===== config.mk =====
export PLATFORM = sky130hd
export DESIGN_NAME = pipelined_adder_16
export DESIGN_NICKNAME = d
export VERILOG_FILES = /design/src/rtl/pipelined_adder_16.sv
export SDC_FILE = /design/constraint.sdc
export NUM_CORES = 1
export LEC_CHECK = 0
export CORE_AREA = 2 2 100 102
export DETAILED_ROUTE_END_ITERATION = 8
export DIE_AREA = 0 0 102 104
export SETUP_SLACK_MARGIN = 0.2
export SLEW_MARGIN = 30
export SYNTH_ARGS = -nofsm -noshare
export SYNTH_HDL_FRONTEND = slang
export SYNTH_HIERARCHICAL = 1
export SYNTH_SLANG_ARGS = --single-unit

===== constraint.sdc =====
create_clock -name clk -period 5.39 [get_ports clk]
set_input_delay 0.539 -clock clk [delete_from_list [all_inputs] [get_ports clk]]
set_output_delay 0.539 -clock clk [all_outputs]
set_load 0.005 [all_outputs]

===== src/rtl/pipelined_adder_16.sv =====
// -----------------------------------------------------------------------------
// pipelined_adder_16
//   Pipelined add/subtract unit. One 4-bit carry-lookahead slice (fastcarry_4)
//   per pipeline stage: stage k adds operand nibble k plus the carry that
//   stage k-1 registered. Partial results and the not-yet-used upper operand
//   nibbles travel down the pipe with the carry. One beat per cycle. A single
//   global stall freezes the whole pipe while the output is held.
//
// Ports
//   clk        rising-edge clock
//   rst        synchronous, active-high reset
//   in_valid   operand beat valid
//   in_ready   block can accept a beat this cycle (= !out_valid || out_ready)
//   a, b       operands, WIDTH bits
//   cin        carry-in, used for add only
//   sub        1: a - b, 0: a + b + cin
//   out_valid  result beat valid
//   out_ready  consumer accepts the result
//   sum        result, WIDTH bits
//   cout       carry out of the MSB (for sub: 1 = no borrow)
//   ovf        two's-complement signed overflow
//
// WIDTH must be a multiple of 4 in 8..32. There are NST = WIDTH/4 stages.
// -----------------------------------------------------------------------------

// 4-bit carry-lookahead adder slice.
//   a_i, b_i : nibble operands
//   cin_i    : carry in
//   s_o      : nibble sum
//   cout_o   : carry out
module fastcarry_4 (
   input  logic [3:0] a_i,
   input  logic [3:0] b_i,
   input  logic       cin_i,
   output logic [3:0] s_o,
   output logic       cout_o
);
   logic [3:0] p;
   logic [3:0] g;
   logic [4:0] c;

   assign p = a_i ^ b_i;
   assign g = a_i & b_i;

   // Every carry is computed directly from generate/propagate terms,
   // so no carry ripples inside the slice.
   assign c[0] = cin_i;
   assign c[1] = g[0] | (p[0] & c[0]);
   assign c[2] = g[1] | (p[1] & g[0]) | (p[1] & p[0] & c[0]);
   assign c[3] = g[2] | (p[2] & g[1]) | (p[2] & p[1] & g[0])
               | (p[2] & p[1] & p[0] & c[0]);
   assign c[4] = g[3] | (p[3] & g[2]) | (p[3] & p[2] & g[1])
               | (p[3] & p[2] & p[1] & g[0])
               | (p[3] & p[2] & p[1] & p[0] & c[0]);

   assign s_o    = p ^ c[3:0];
   assign cout_o = c[4];
endmodule

module pipelined_adder_16 #(
   parameter int WIDTH = 16
) (
   input  logic             clk,
   input  logic             rst,
   input  logic             in_valid,
   output logic             in_ready,
   input  logic [WIDTH-1:0] a,
   input  logic [WIDTH-1:0] b,
   input  logic             cin,
   input  logic             sub,
   output logic             out_valid,
   input  logic             out_ready,
   output logic [WIDTH-1:0] sum,
   output logic             cout,
   output logic             ovf
);
   localparam int NST = WIDTH / 4;

   // Operand preparation: subtraction is a + ~b + 1, and cin is ignored.
   logic [WIDTH-1:0] bx;
   logic             c0;
   logic             adv;

   assign bx = sub ? ~b : b;
   assign c0 = sub ? 1'b1 : cin;

   // Stall: the whole pipe moves only if the output slot is empty or drains.
   assign adv      = !out_valid || out_ready;
   assign in_ready = adv;

   // Valid bit per stage; bit NST-1 is out_valid.
   logic [NST-1:0] vld_pipe;

   // Slice connections, one per stage.
   logic [3:0] sl_a  [NST];
   logic [3:0] sl_b  [NST];
   logic [3:0] sl_s  [NST];
   logic       sl_ci [NST];
   logic       sl_co [NST];

   // Intermediate stage registers (stages 0..NST-2). Operand copies are kept
   // full width; only the nibbles above the current stage are still consumed.
   logic [WIDTH-1:0] res_q [NST-1];
   logic [WIDTH-1:0] res_d [NST-1];
   logic [WIDTH-1:0] a_q   [NST-1];
   logic [WIDTH-1:0] a_d   [NST-1];
   logic [WIDTH-1:0] bx_q  [NST-1];
   logic [WIDTH-1:0] bx_d  [NST-1];
   logic             co_q  [NST-1];
   logic             co_d  [NST-1];

   // Last-stage registers drive the outputs directly.
   logic [WIDTH-1:0] sum_q, sum_d;
   logic             cout_q, cout_d;
   logic             ovf_q, ovf_d;

   for (genvar k = 0; k < NST; k++) begin : g_stage
      if (k == 0) begin : g_first
         assign sl_a[k]  = a[3:0];
         assign sl_b[k]  = bx[3:0];
         assign sl_ci[k] = c0;
      end else begin : g_rest
         assign sl_a[k]  = a_q[k-1][4*k +: 4];
         assign sl_b[k]  = bx_q[k-1][4*k +: 4];
         assign sl_ci[k] = co_q[k-1];
      end

      fastcarry_4 u_fc (
         .a_i    (sl_a[k]),
         .b_i    (sl_b[k]),
         .cin_i  (sl_ci[k]),
         .s_o    (sl_s[k]),
         .cout_o (sl_co[k])
      );
   end

   always_comb begin
      for (int k = 0; k < NST-1; k++) begin
         if (k == 0) begin
            res_d[k]      = '0;
            res_d[k][3:0] = sl_s[k];
            a_d[k]        = a;
            bx_d[k]       = bx;
         end else begin
            res_d[k]           = res_q[k-1];
            res_d[k][4*k +: 4] = sl_s[k];
            a_d[k]             = a_q[k-1];
            bx_d[k]            = bx_q[k-1];
         end
         co_d[k] = sl_co[k];
      end

      sum_d                  = res_q[NST-2];
      sum_d[WIDTH-1 -: 4]    = sl_s[NST-1];
      cout_d                 = sl_co[NST-1];
      // Overflow: like-signed operands produce a result of the other sign.
      ovf_d = (sl_a[NST-1][3] == sl_b[NST-1][3]) &&
              (sl_s[NST-1][3] != sl_a[NST-1][3]);
   end

   always_ff @(posedge clk) begin
      if (rst) begin
         vld_pipe <= '0;
         sum_q    <= '0;
         cout_q   <= 1'b0;
         ovf_q    <= 1'b0;
      end else if (adv) begin
         vld_pipe <= {vld_pipe[NST-2:0], in_valid && in_ready};
         res_q    <= res_d;
         a_q      <= a_d;
         bx_q     <= bx_d;
         co_q     <= co_d;
         sum_q    <= sum_d;
         cout_q   <= cout_d;
         ovf_q    <= ovf_d;
      end
   end

   assign out_valid = vld_pipe[NST-1];
   assign sum       = sum_q;
   assign cout      = cout_q;
   assign ovf       = ovf_q;
endmodule


==> flow_summary_export.csv, run 1 <==
group,metric,value,unit
timing,slew_headroom,0.388,
die,std_cell_rows,36,
logic_synthesis,synthAdderAreaFrac,0.0746,
detailed_routing,drc,0,
die,initial_core_util,0.394,
power,power,1.53,mW
finish,area_growth,24.0,%
logic_synthesis,synth_compound_area_frac,0.0692,
critical_path,crit_type,"input port to output port",
logic_synthesis,yosysMostFrequentCell,"edfxtp_1",
logic_synthesis,synth_top_family_by_area,"adder cells",
finish,diodes,0,
logic_synthesis,synthFlopType,"edfxtp_1",
worst_hold_path,min_to,"a_d[8]",
logic_synthesis,synthMuxAreaShare,0,
detailed_routing,wire_per_inst,11.3,um
placement,placedCellCount,435,
finish,nets,371,
worst_hold_path,worstHoldStart,"a_d[24]",
power,pwr_density_cell,329,mW/mm2
die,ios,58,
status,outcome,"completed",
clock_tree,cts_hold_buf,0,
detailed_routing,antenna_left,0,
clock_tree,clockRootBuffer,"clkbuf_8",
timing,period_share,0.526,
critical_path,ff2ff_path_depth,6,
flow_run,max_cap_viol_count,0,
die,die_w,102,um
clock_tree,clock-sinks,97,
global_routing,grt_max_degree,41,
logic_synthesis,ys_types,21,
logic_synthesis,synth_top_area_cell,"edfxtp_1",
logic_synthesis,yosysWarnings,6,
critical_path,cp-start-kind,"input port",
finish,layout-drive-gt1-share,0.0629,
clock_tree,cts_tree,"built",
clock_tree,post_cts_buffers,0,
logic_synthesis,syn_avg_cell_area,15.0,um2
critical_path,cp-end-kind,"output port",
timing,drv_slew,0,
die,die_area,0.0106,mm2
power,p_leak,1.78,nW
logic_synthesis,syn_area,0.00376,mm2
finish,fin_area,0.00466,mm2
placement,gp_congestion,0.746,
finish,stdcell_count,451,
global_routing,grt_pass1_vias,1838,
clock_tree,cts_resized,0,
logic_synthesis,seq_area_frac_synth,0.716,
global_routing,grt_antenna_before_repair,0,
timing,rsz0062_at_grt,"false",
clock_tree,clkSlewWorstSetupHoldPaths,0.09,ns
critical_path,r2r_slack,3.30,ns
logic_synthesis,synth_xor_area_frac,0.0652,
detailed_routing,via_count,1938,
logic_synthesis,synth_common_cells,"edfxtp_1 (75), nand2_1 (40), a21oi_1 (24)",
placement,numPortBuffers,57,
placement,post_dp_cell_area,0.00447,mm2
logic_synthesis,synth.area.top_cells,"edfxtp_1 (60%), dfxtp_1 (12%), ha_1 (5.3%)",
finish,fillCellCount,860,
logic_synthesis,synthCells,251,
clock_tree,clk_latency,0.35,ns
critical_path,worst_r2r_endpoint,"ovf",
detailed_routing,viasPerCell,4.30,
logic_synthesis,async_flop_share,0,
worst_hold_path,min_path_cells,0,
critical_path,required,4.85,ns
logic_synthesis,synth_nets,309,
worst_hold_path,hp-class,"register to register",
timing,fin_tns_setup,0,ns
timing,fmax,353,MHz
detailed_routing,drt_iter0_markers,45,
logic_synthesis,synth_edf_count,75,
clock_tree,clock_path_buffers,2,
global_routing,grt_pass1_wl,8.40,mm
logic_synthesis,yosysTopAreaCellShare,0.599,
critical_path,r2r-start,"a_q[12]",
clock_tree,numCtsBuffers,9,
detailed_routing,wl,5.10,mm
die,core-area,0.00955,mm2
logic_synthesis,synthSimpleGateAreaFrac,0.0536,
detailed_routing,first_pass_iters,4,
clock_tree,cts.htree.levels,3,
critical_path,cp_max_fo,23,
timing,finalClockSkew,0.0146,ns
critical_path,cp.arrival,2.30,ns
timing,setup_violations,0,
global_routing,grtUsageTotal,0.103,
logic_synthesis,synth_seq_cells,97,
timing,fin_crit,2.84,ns
power,max-vdd-ir-drop,0.126,mV
global_routing,grt_overflow,0,
placement,hpwl,3.52,mm
timing,finalHoldViolCount,0,
timing,tightest_slew,0.915,ns
die,fp.dieH,104,um
report_power, final:
group | leakage [nW] | total, mW | switching, mW | internal, mW
Clock | 0.0913 | 0.442 | 0.230 | 0.212
Combinational | 0.777 | 0.177 | 0.0773 | 0.100
Sequential | 0.916 | 0.912 | 0.0238 | 0.888
through the flow:
step | hold slack (ns) | util | worst slack [ns]
6_report | 0.416 | 0.488 | 2.55
4_1_cts | 0.418 | 0.488 | 2.54
3_5_place_dp | 0.405 | 0.468 | 2.36
2_1_floorplan | 0.400 | - | 0.994
3_3_place_gp | 0.401 | 0.468 | 2.43
5_1_grt | 0.432 | 0.488 | 2.43
cells in the final DEF, fill, tap and decap left out:
cell,instances
a21o_1,12
a21oi_1,24
a311oi_2,1
a31o_1,4
buf_4,2
bufinv_16,1
clkbuf_1,1
clkbuf_8,9
clkdlybuf4s50_1,57
clkinv_1,2
clkinv_2,1
clkinv_4,1
clkinvlp_4,1
dfxtp_1,22
edfxtp_1,75
fa_1,4
ha_1,16
inv_1,8
inv_2,1
nand2_1,40
nand3b_1,1
nor2_1,3
nor2_4,1
nor2b_4,1
or2_2,1
or3b_1,1
xnor2_1,6
xor2_1,22
final cells by class:
| class | instances | area (um2) | area share |
|---|---|---|---|
| flip-flops and latches | 97 | 2690 | 0.578 |
| multi-input cells | 137 | 995 | 0.213 |
| repair buffers | 59 | 586 | 0.126 |
| well taps | 133 | 166 | 0.0357 |
| clock buffers | 10 | 128 | 0.0274 |
| clock inverters | 6 | 58.8 | 0.0126 |
| inverters | 9 | 33.8 | 0.00725 |
worst max-delay path by stage:
stage	from	end	slack [ns]	cells after the start
4_1_cts	out_ready	in_ready	2.54	4
3_3_place_gp	sub	co_q[2]	2.43	6
2_1_floorplan	rst	a_d[10]	0.99	2
6_report	out_ready	in_ready	2.55	4
5_1_grt	out_ready	in_ready	2.43	4
3_5_place_dp	sub	co_q[2]	2.36	6
flip-flops by register name (all words and copies together), names as in the netlist:
| register | cells |
|---|---|
| a_d | 20 |
| a_q | 4 |
| bx_d | 20 |
| bx_q | 4 |
| co_q | 3 |
| cout | 1 |
| ovf | 1 |
| res_d | 12 |
| res_q | 12 |
| sum | 16 |
| vld_pipe | 4 |
logic make-up (layout without fill, tap and decap cells):
group,Yosys count,in the layout
AND/OR/NAND/NOR,48,48
AO/OA/AOI/OAI,41,41
adder cells (fa/ha/maj),20,20
XOR/XNOR,28,28
buffers and inverters,17,84
flip-flops,97,97
critical path, cell delays in order:
cell and delay [ns]:
clkdlybuf4s50_1 0.44, nor2b_4 0.47, inv_2 0.30, clkdlybuf4s50_1 0.53
routing by layer:
metal,share of wire,GRT usage,routed length (um)
met1,0.49,0.140,2500
met3,0.046,0.0316,232
met5,0,0,0
met4,0.016,0.0514,82
met2,0.45,0.150,2280
No activity file was read; power rests on OpenSTA's default activity.
==> run 2, diff against run 1 <==
Clock period 5.39 ns to 2.8 ns, I/O delays scaled along.
==> flow_summary_export.csv, run 2 (same netlist as run 1, synthesis figures left out) <==
group,metric,value,unit
status,outcome,"completed",
power,p_leak,1.83,nW
critical_path,cp_max_fo,3,
global_routing,grt_max_degree,38,
critical_path,cp-start-kind,"register",
die,initial_core_util,0.394,
critical_path,worst_r2r_endpoint,"ovf",
finish,regArea,0.00269,mm2
timing,fin_crit,2.05,ns
finish,final_cell_mix,"edfxtp_1 (75), clkdlybuf4s50_1 (57), nand2_1 (40), a21oi_1 (24)",
critical_path,worstSetupEndpoint,"ovf",
die,std_cell_rows,36,
clock_tree,numCtsBuffers,9,
clock_tree,clock-sinks,97,
placement,numPortBuffers,57,
flow_run,max_cap_viol_count,0,
finish,fillCellCount,863,
detailed_routing,wire_per_inst,11.3,um
critical_path,crit_start,"a_q[12]",
timing,drv_slew,0,
finish,area_growth,26.3,%
critical_path,ff2ff_path_depth,6,
clock_tree,cts_resized,0,
critical_path,r2r_slack,0.75,ns
finish,multi_input_area,995,um2
detailed_routing,drt_iter0_markers,74,
clock_tree,clockRootBuffer,"clkbuf_8",
critical_path,crit_type,"register to register",
worst_hold_path,hp-class,"register to register",
timing,fin_tns_setup,0,ns
die,die_w,102,um
critical_path,cp-end-kind,"register",
die,core-area,0.00955,mm2
finish,layout-drive-gt1-share,0.0807,
finish,final_util,0.497,
detailed_routing,drc,0,
finish,mostFrequentLayoutCell,"edfxtp_1",
clock_tree,cts_hold_buf,0,
global_routing,grt_antenna_before_repair,0,
finish,nets,375,
clock_tree,clk_latency,0.35,ns
clock_tree,cts.htree.levels,3,
detailed_routing,first_pass_iters,4,
timing,rsz0062_at_grt,"false",
timing,setup_violations,0,
power,pwr_density_cell,646,mW/mm2
timing,fmax,487,MHz
detailed_routing,antenna_left,0,
die,ios,58,
die,fp.dieH,104,um
timing,period_share,0.733,
placement,hpwl,3.68,mm
clock_tree,post_cts_buffers,0,
timing,slew_headroom,0.662,
critical_path,r2r-start,"a_q[12]",
die,die_area,0.0106,mm2
clock_tree,clock_path_buffers,2,
timing,finalHoldViolCount,0,
power,max-vdd-ir-drop,0.247,mV
timing,tightest_slew,0.505,ns
timing,finalClockSkew,0.00813,ns
global_routing,grtUsageTotal,0.107,
detailed_routing,via_count,1960,
detailed_routing,viasPerCell,4.31,
clock_tree,clkSlewWorstSetupHoldPaths,0.09,ns
critical_path,required,3.07,ns
clock_tree,cts_tree,"built",
placement,gp_congestion,0.743,
global_routing,grt_pass1_vias,1986,
detailed_routing,wl,5.13,mm
finish,diodes,0,
global_routing,grt_pass1_wl,8.85,mm
global_routing,grt_overflow,0,
critical_path,cp.arrival,2.32,ns
-- run 2: cell types whose count changed in the layout (fill, tap and decap cells not counted), sizes merged --
cell    previous run  this run
buf                2         6
bufinv             1         2
clkinv             4         1
inv                9        11
-- run 2: report_power, final --
group | leakage [nW] | internal [mW] | switching, mW
registers | 0.916 | 1.71 | 0.0466
logic | 0.806 | 0.199 | 0.148
clock network | 0.107 | 0.508 | 0.454
total | 1.83 | 2.42 | 0.649
-- run 2: metal layers --
metal  share of wire  global-route usage  wire length, um
met4           0.029              0.0705              147
met2            0.46               0.160             2370
met3           0.045              0.0235              229
met5               0                   0                0
met1            0.46               0.138             2380
-- run 2: final cells by class --
| cell class | count | share of cell area |
|---|---|---|
| Sequential cell | 97 | 0.567 |
| Multi-Input combinational cell | 137 | 0.210 |
| Timing Repair Buffer | 63 | 0.135 |
| Tap cell | 133 | 0.0351 |
| Clock buffer | 10 | 0.0269 |
| Clock inverter | 6 | 0.0190 |
| Inverter | 9 | 0.00712 |
-- run 2: how the worst min path moves through the flow --
stage                     slack (ns)      from  depth (start not counted)        to
after detailed placement        0.41  bx_d[12]                          0  bx_q[12]
after floorplan                 0.35       rst                          1       ovf
final                           0.42  bx_d[13]                          0  bx_q[13]
after global placement          0.40   a_d[30]                          0   a_d[14]
after CTS                       0.43  bx_d[12]                          0  bx_q[12]
after global routing            0.43  bx_d[12]                          0  bx_q[12]
-- run 2: through the flow --
stage / cell area [um2] / total power, mW / hold slack [ns] / instances / worst slack [ns]
4_1_cts: 4750 / 3.11 / 0.427 / 455 / 0.724
3_5_place_dp: 4530 / 2.14 / 0.405 / 439 / 0.474
2_1_floorplan: 3770 / 1.98 / 0.348 / 251 / 0.668
6_report: 4750 / 3.07 / 0.421 / 455 / 0.748
3_3_place_gp: 4530 / 2.13 / 0.403 / 439 / 0.539
5_1_grt: 4750 / 3.23 / 0.434 / 455 / 0.630
-- run 2: critical path: stages (launching register included) --
cell and delay [ns]:
edfxtp_1 0.45, ha_1 0.32, a21o_1 0.17, a31o_1 0.25
xor2_1 0.19, or3b_1 0.38, a311oi_2 0.22
==> run 3, diff against run 2 <==
Clock period 2.8 ns to 2.08 ns, I/O delays scaled along.
==> flow_summary_export.csv, run 3 (same netlist as run 1, synthesis figures left out) <==
group,metric,value,unit
timing,fin_crit,1.91,ns
worst_hold_path,hp-class,"input port to register",
timing,tightest_slew,0.300,ns
finish,final_cell_mix,"edfxtp_1 (75), clkdlybuf4s50_1 (57), nand2_1 (40), a21oi_1 (24)",
finish,layout-drive-gt1-share,0.115,
status,outcome,"completed",
detailed_routing,drc,0,
finish,area_growth,27.7,%
finish,final_util,0.503,
detailed_routing,wire_per_inst,11.1,um
die,core-area,0.00955,mm2
die,std_cell_rows,36,
finish,fin_area,0.00480,mm2
finish,fillCellCount,865,
critical_path,required,2.34,ns
global_routing,grt_pass1_wl,9.01,mm
global_routing,grt_pass1_vias,1984,
worst_hold_path,min_path_cells,1,
critical_path,cp_max_fo,2,
worst_hold_path,worstHoldStart,"a[4]",
timing,fin_hold_ws,0.416,ns
finish,multi_input_area,0.00102,mm2
clock_tree,numCtsBuffers,9,
detailed_routing,first_pass_iters,4,
power,pwr_density_cell,819,mW/mm2
power,p_leak,1.85,nW
detailed_routing,via_count,2008,
timing,setup_violations,0,
finish,mostFrequentLayoutCell,"edfxtp_1",
power,clkPwrFrac,0.270,
timing,fin_tns_setup,0,ns
critical_path,worst_r2r_endpoint,"ovf",
detailed_routing,drt_iter0_markers,32,
power,comb_power_share,0.129,
critical_path,cp-start-kind,"register",
power,power,3.93,mW
timing,period_share,0.919,
power,p_int,3.07,mW
critical_path,ff2ff_path_depth,6,
critical_path,cp.arrival,2.17,ns
clock_tree,clk_latency,0.34,ns
die,fp.dieH,104,um
timing,slew_headroom,0.799,
critical_path,r2r-start,"a_q[12]",
placement,numPortBuffers,57,
critical_path,r2r_slack,0.17,ns
global_routing,grt_max_degree,37,
flow_run,max_cap_viol_count,0,
timing,finalHoldViolCount,0,
placement,gp_congestion,0.701,
power,max-vdd-ir-drop,0.274,mV
worst_hold_path,min_to,"a_d[20]",
finish,diodes,0,
placement,hpwl,3.58,mm
global_routing,grt_antenna_before_repair,0,
clock_tree,cts_tree,"built",
detailed_routing,antenna_left,0,
placement,post_dp_cell_area,0.00456,mm2
clock_tree,clockRootBuffer,"clkbuf_8",
die,ios,58,
finish,nets,384,
global_routing,grtUsageTotal,0.109,
critical_path,cp-end-kind,"register",
clock_tree,clkSlewWorstSetupHoldPaths,0.09,ns
timing,finalClockSkew,0.00827,ns
die,initial_core_util,0.394,
power,switchingPower,0.862,mW
timing,fmax,523,MHz
die,die_w,102,um
power,seqPwrFrac,0.601,
clock_tree,cts_hold_buf,0,
global_routing,grt_overflow,0,
critical_path,crit_type,"register to register",
clock_tree,clock-sinks,97,
timing,drv_slew,0,
timing,rsz0062_at_grt,"true",
detailed_routing,wl,5.14,mm
clock_tree,clock_path_buffers,2,
detailed_routing,viasPerCell,4.33,
power,switching_share,0.219,
clock_tree,cts.htree.levels,3,
die,die_area,0.0106,mm2
finish,regArea,0.00269,mm2
==> run 3: timing repair <==
item                                    CTS  global route
hold endpoints to repair                  0             0
pin swaps                                 2             0
setup buffers                             5             0
gates resized for setup                   1             2
endpoints found under the setup margin    1             1
==> run 3: how the worst max path moves through the flow <==
stage,from,endpoint,depth (start not counted)
4_1_cts,bx_q[12],ovf,6
2_1_floorplan,vld_pipe[3],a_d[10],3
3_3_place_gp,sub,co_q[2],6
6_report,a_q[12],ovf,6
5_1_grt,bx_q[12],ovf,6
3_5_place_dp,sub,co_q[2],6
==> run 3: per-stage QoR <==
step,std cells,setup slack [ns]
floorplan,251,-0.0232
global placement,443,-0.0341
detailed placement,443,-0.0663
CTS,464,0.161
global route,464,0.0773
finish,464,0.168
==> run 3: power groups by stage <==
| stage | combinational [mW] | sequential, mW | clock, mW |
|---|---|---|---|
| final | 0.507 | 2.36 | 1.06 |
| after global routing | 0.571 | 2.39 | 1.19 |
| after CTS | 0.507 | 2.36 | 1.12 |
| after detailed placement | 0.486 | 2.41 | 0 |
| after global placement | 0.476 | 2.40 | 0 |
| after floorplan | 0.265 | 2.40 | 0 |
==> run 3: cell type report <==
type / count / share of cell area
Clock buffer: 12 / 0.0302
Tap cell: 133 / 0.0347
Timing Repair Buffer: 72 / 0.148
Sequential cell: 97 / 0.561
Inverter: 9 / 0.00704
Multi-Input combinational cell: 137 / 0.213
Clock inverter: 4 / 0.00600
==> run 3: per-layer routing <==
metal | vias to the layer above | track usage | part of all wire
li1 | 1035 | - | -
met1 | 920 | 0.145 | 0.45
met2 | 43 | 0.162 | 0.47
met3 | 10 | 0.0242 | 0.049
met4 | 0 | 0.0629 | 0.025
met5 | - | 0 | 0
==> run 3: worst max-delay path, stage by stage, from the launching register on <==
cell and delay, ns:
edfxtp_1 0.43, ha_1 0.29, a21o_1 0.18, a31o_4 0.24
xor2_2 0.13, or3b_1 0.37, a311oi_2 0.19
==> RTL edit: new RTL, config.mk and constraints of run 3 <==
Set the parameter `WIDTH` to 8 (it was 16).
--- a/src/rtl/pipelined_adder_16.sv
+++ b/src/rtl/pipelined_adder_16.sv
@@ -58,7 +58,7 @@
 endmodule
 
 module pipelined_adder_16 #(
-   parameter int WIDTH = 16
+   parameter int WIDTH = 8
 ) (
    input  logic             clk,
    input  logic             rst,
Interface: changed (resized a, b and sum); port bits go from 58 to 34. No check against the original RTL was run, so the function may have changed too.
==> RTL edit against run 3 <==
  * Sequential cell count shrank 72
  * Design area is 62% lower
  * Setup slack worse by 0.028 ns
  * Final cell count fell by 38%
  * Fmax down 1.4%
  * Sequential power shrank 74%
  * Total power decreased by 69%
  * Count of clock-buffer cells in the layout is 8 lower
  * Wire length down 47%
  * Die area did not move
  * Synthesized area decreased by 68%
  * Combinational power down 37%
  * Synthesized cell count is 56% lower
  * Utilization is 31 points lower
  * Critical path type unchanged
==> RTL edit: results (changes against run 3) <==
metric,value,unit,change
r2r-start,bx_q[4],,
placed_cells,280,,-37%
outcome,finished clean,,
synth_top_cells_by_count,"20 x nand2_1, 13 x edfxtp_1, 12 x a21oi_1, 12 x dfxtp_1, 10 x xor2_1",,
clkLatencyLatePin,0.26,ns,-0.08 ns
dp_worst_setup_slack,-0.0487,ns,+0.0176 ns
grt_use_total,0.0536,,-0.0549
clkPwrFrac,0.232,,-0.038
use_met1,0.0635,,-0.0816
wire_per_inst,9.50,µm,-14%
timing.hold.ws,0.453,ns,+0.0365 ns
tightest_slew,0.191,ns,-0.109 ns
dpl_cell_area,0.00174,mm²,-62%
hold_path.startpoint,sum[4],,
io_buffers,33,,-42%
synth_xor_area_frac,0.101,,+0.0359
p_clk,0.282,mW,-73%
drt_iter0_markers,43,,+34%
grt_util_met3,0.0141,,-0.0101
vdd_drop_max,304,µV,+11%
p_leak,0.726,nW,-61%
grt_util_met2,0.0916,,-0.0700
syn_area_per_cell,10.9,µm²,-27%
p_comb_frac,0.264,,+0.135
hp-class,reg -> reg,,
drive_gt1_frac,0.111,,-0.00369
grt_max_degree,14,,-62%
finalNonFillerCells,286,,-38%
finClkSkew,0.00493,ns,-0.00334 ns
cts_made_buffers,3,,-6
vias_per_cell,3.07,,-29%
grt_pass1_wl,4330,µm,-52%
yosys-top-cells-area,"edfxtp_1 32%, dfxtp_1 20%, ha_1 8.3%",,
min_to,sum[4],,
synth_compound_area_frac,0.114,,+0.0443
-- RTL edit: cell types whose count changed in the layout (fill, tap and decap cells not counted), sizes merged, moves of 10 or more --
cell / before / now
edfxtp: 75 / 13
clkdlybuf4s50: 57 / 33
nand2: 40 / 20
a21oi: 24 / 12
xor2: 22 / 10
dfxtp: 22 / 12
-- RTL edit: final cells by class --
| type | instances | area (µm²) | share of cell area |
|---|---|---|---|
| Timing Repair Buffer | 42 | 398 | 0.219 |
| Multi-Input combinational cell | 73 | 547 | 0.300 |
| Tap cell | 133 | 166 | 0.0914 |
| Inverter | 9 | 33.8 | 0.0186 |
| Clock buffer | 4 | 45.0 | 0.0247 |
| Sequential cell | 25 | 631 | 0.346 |
-- RTL edit: what timing repair did --
item | CTS | global route
gates resized for setup | 1 | 1
pin swaps | 1 | 0
hold buffers | 0 | 0
buffers inserted | 2 | 0
setup endpoints to repair | 1 | 1
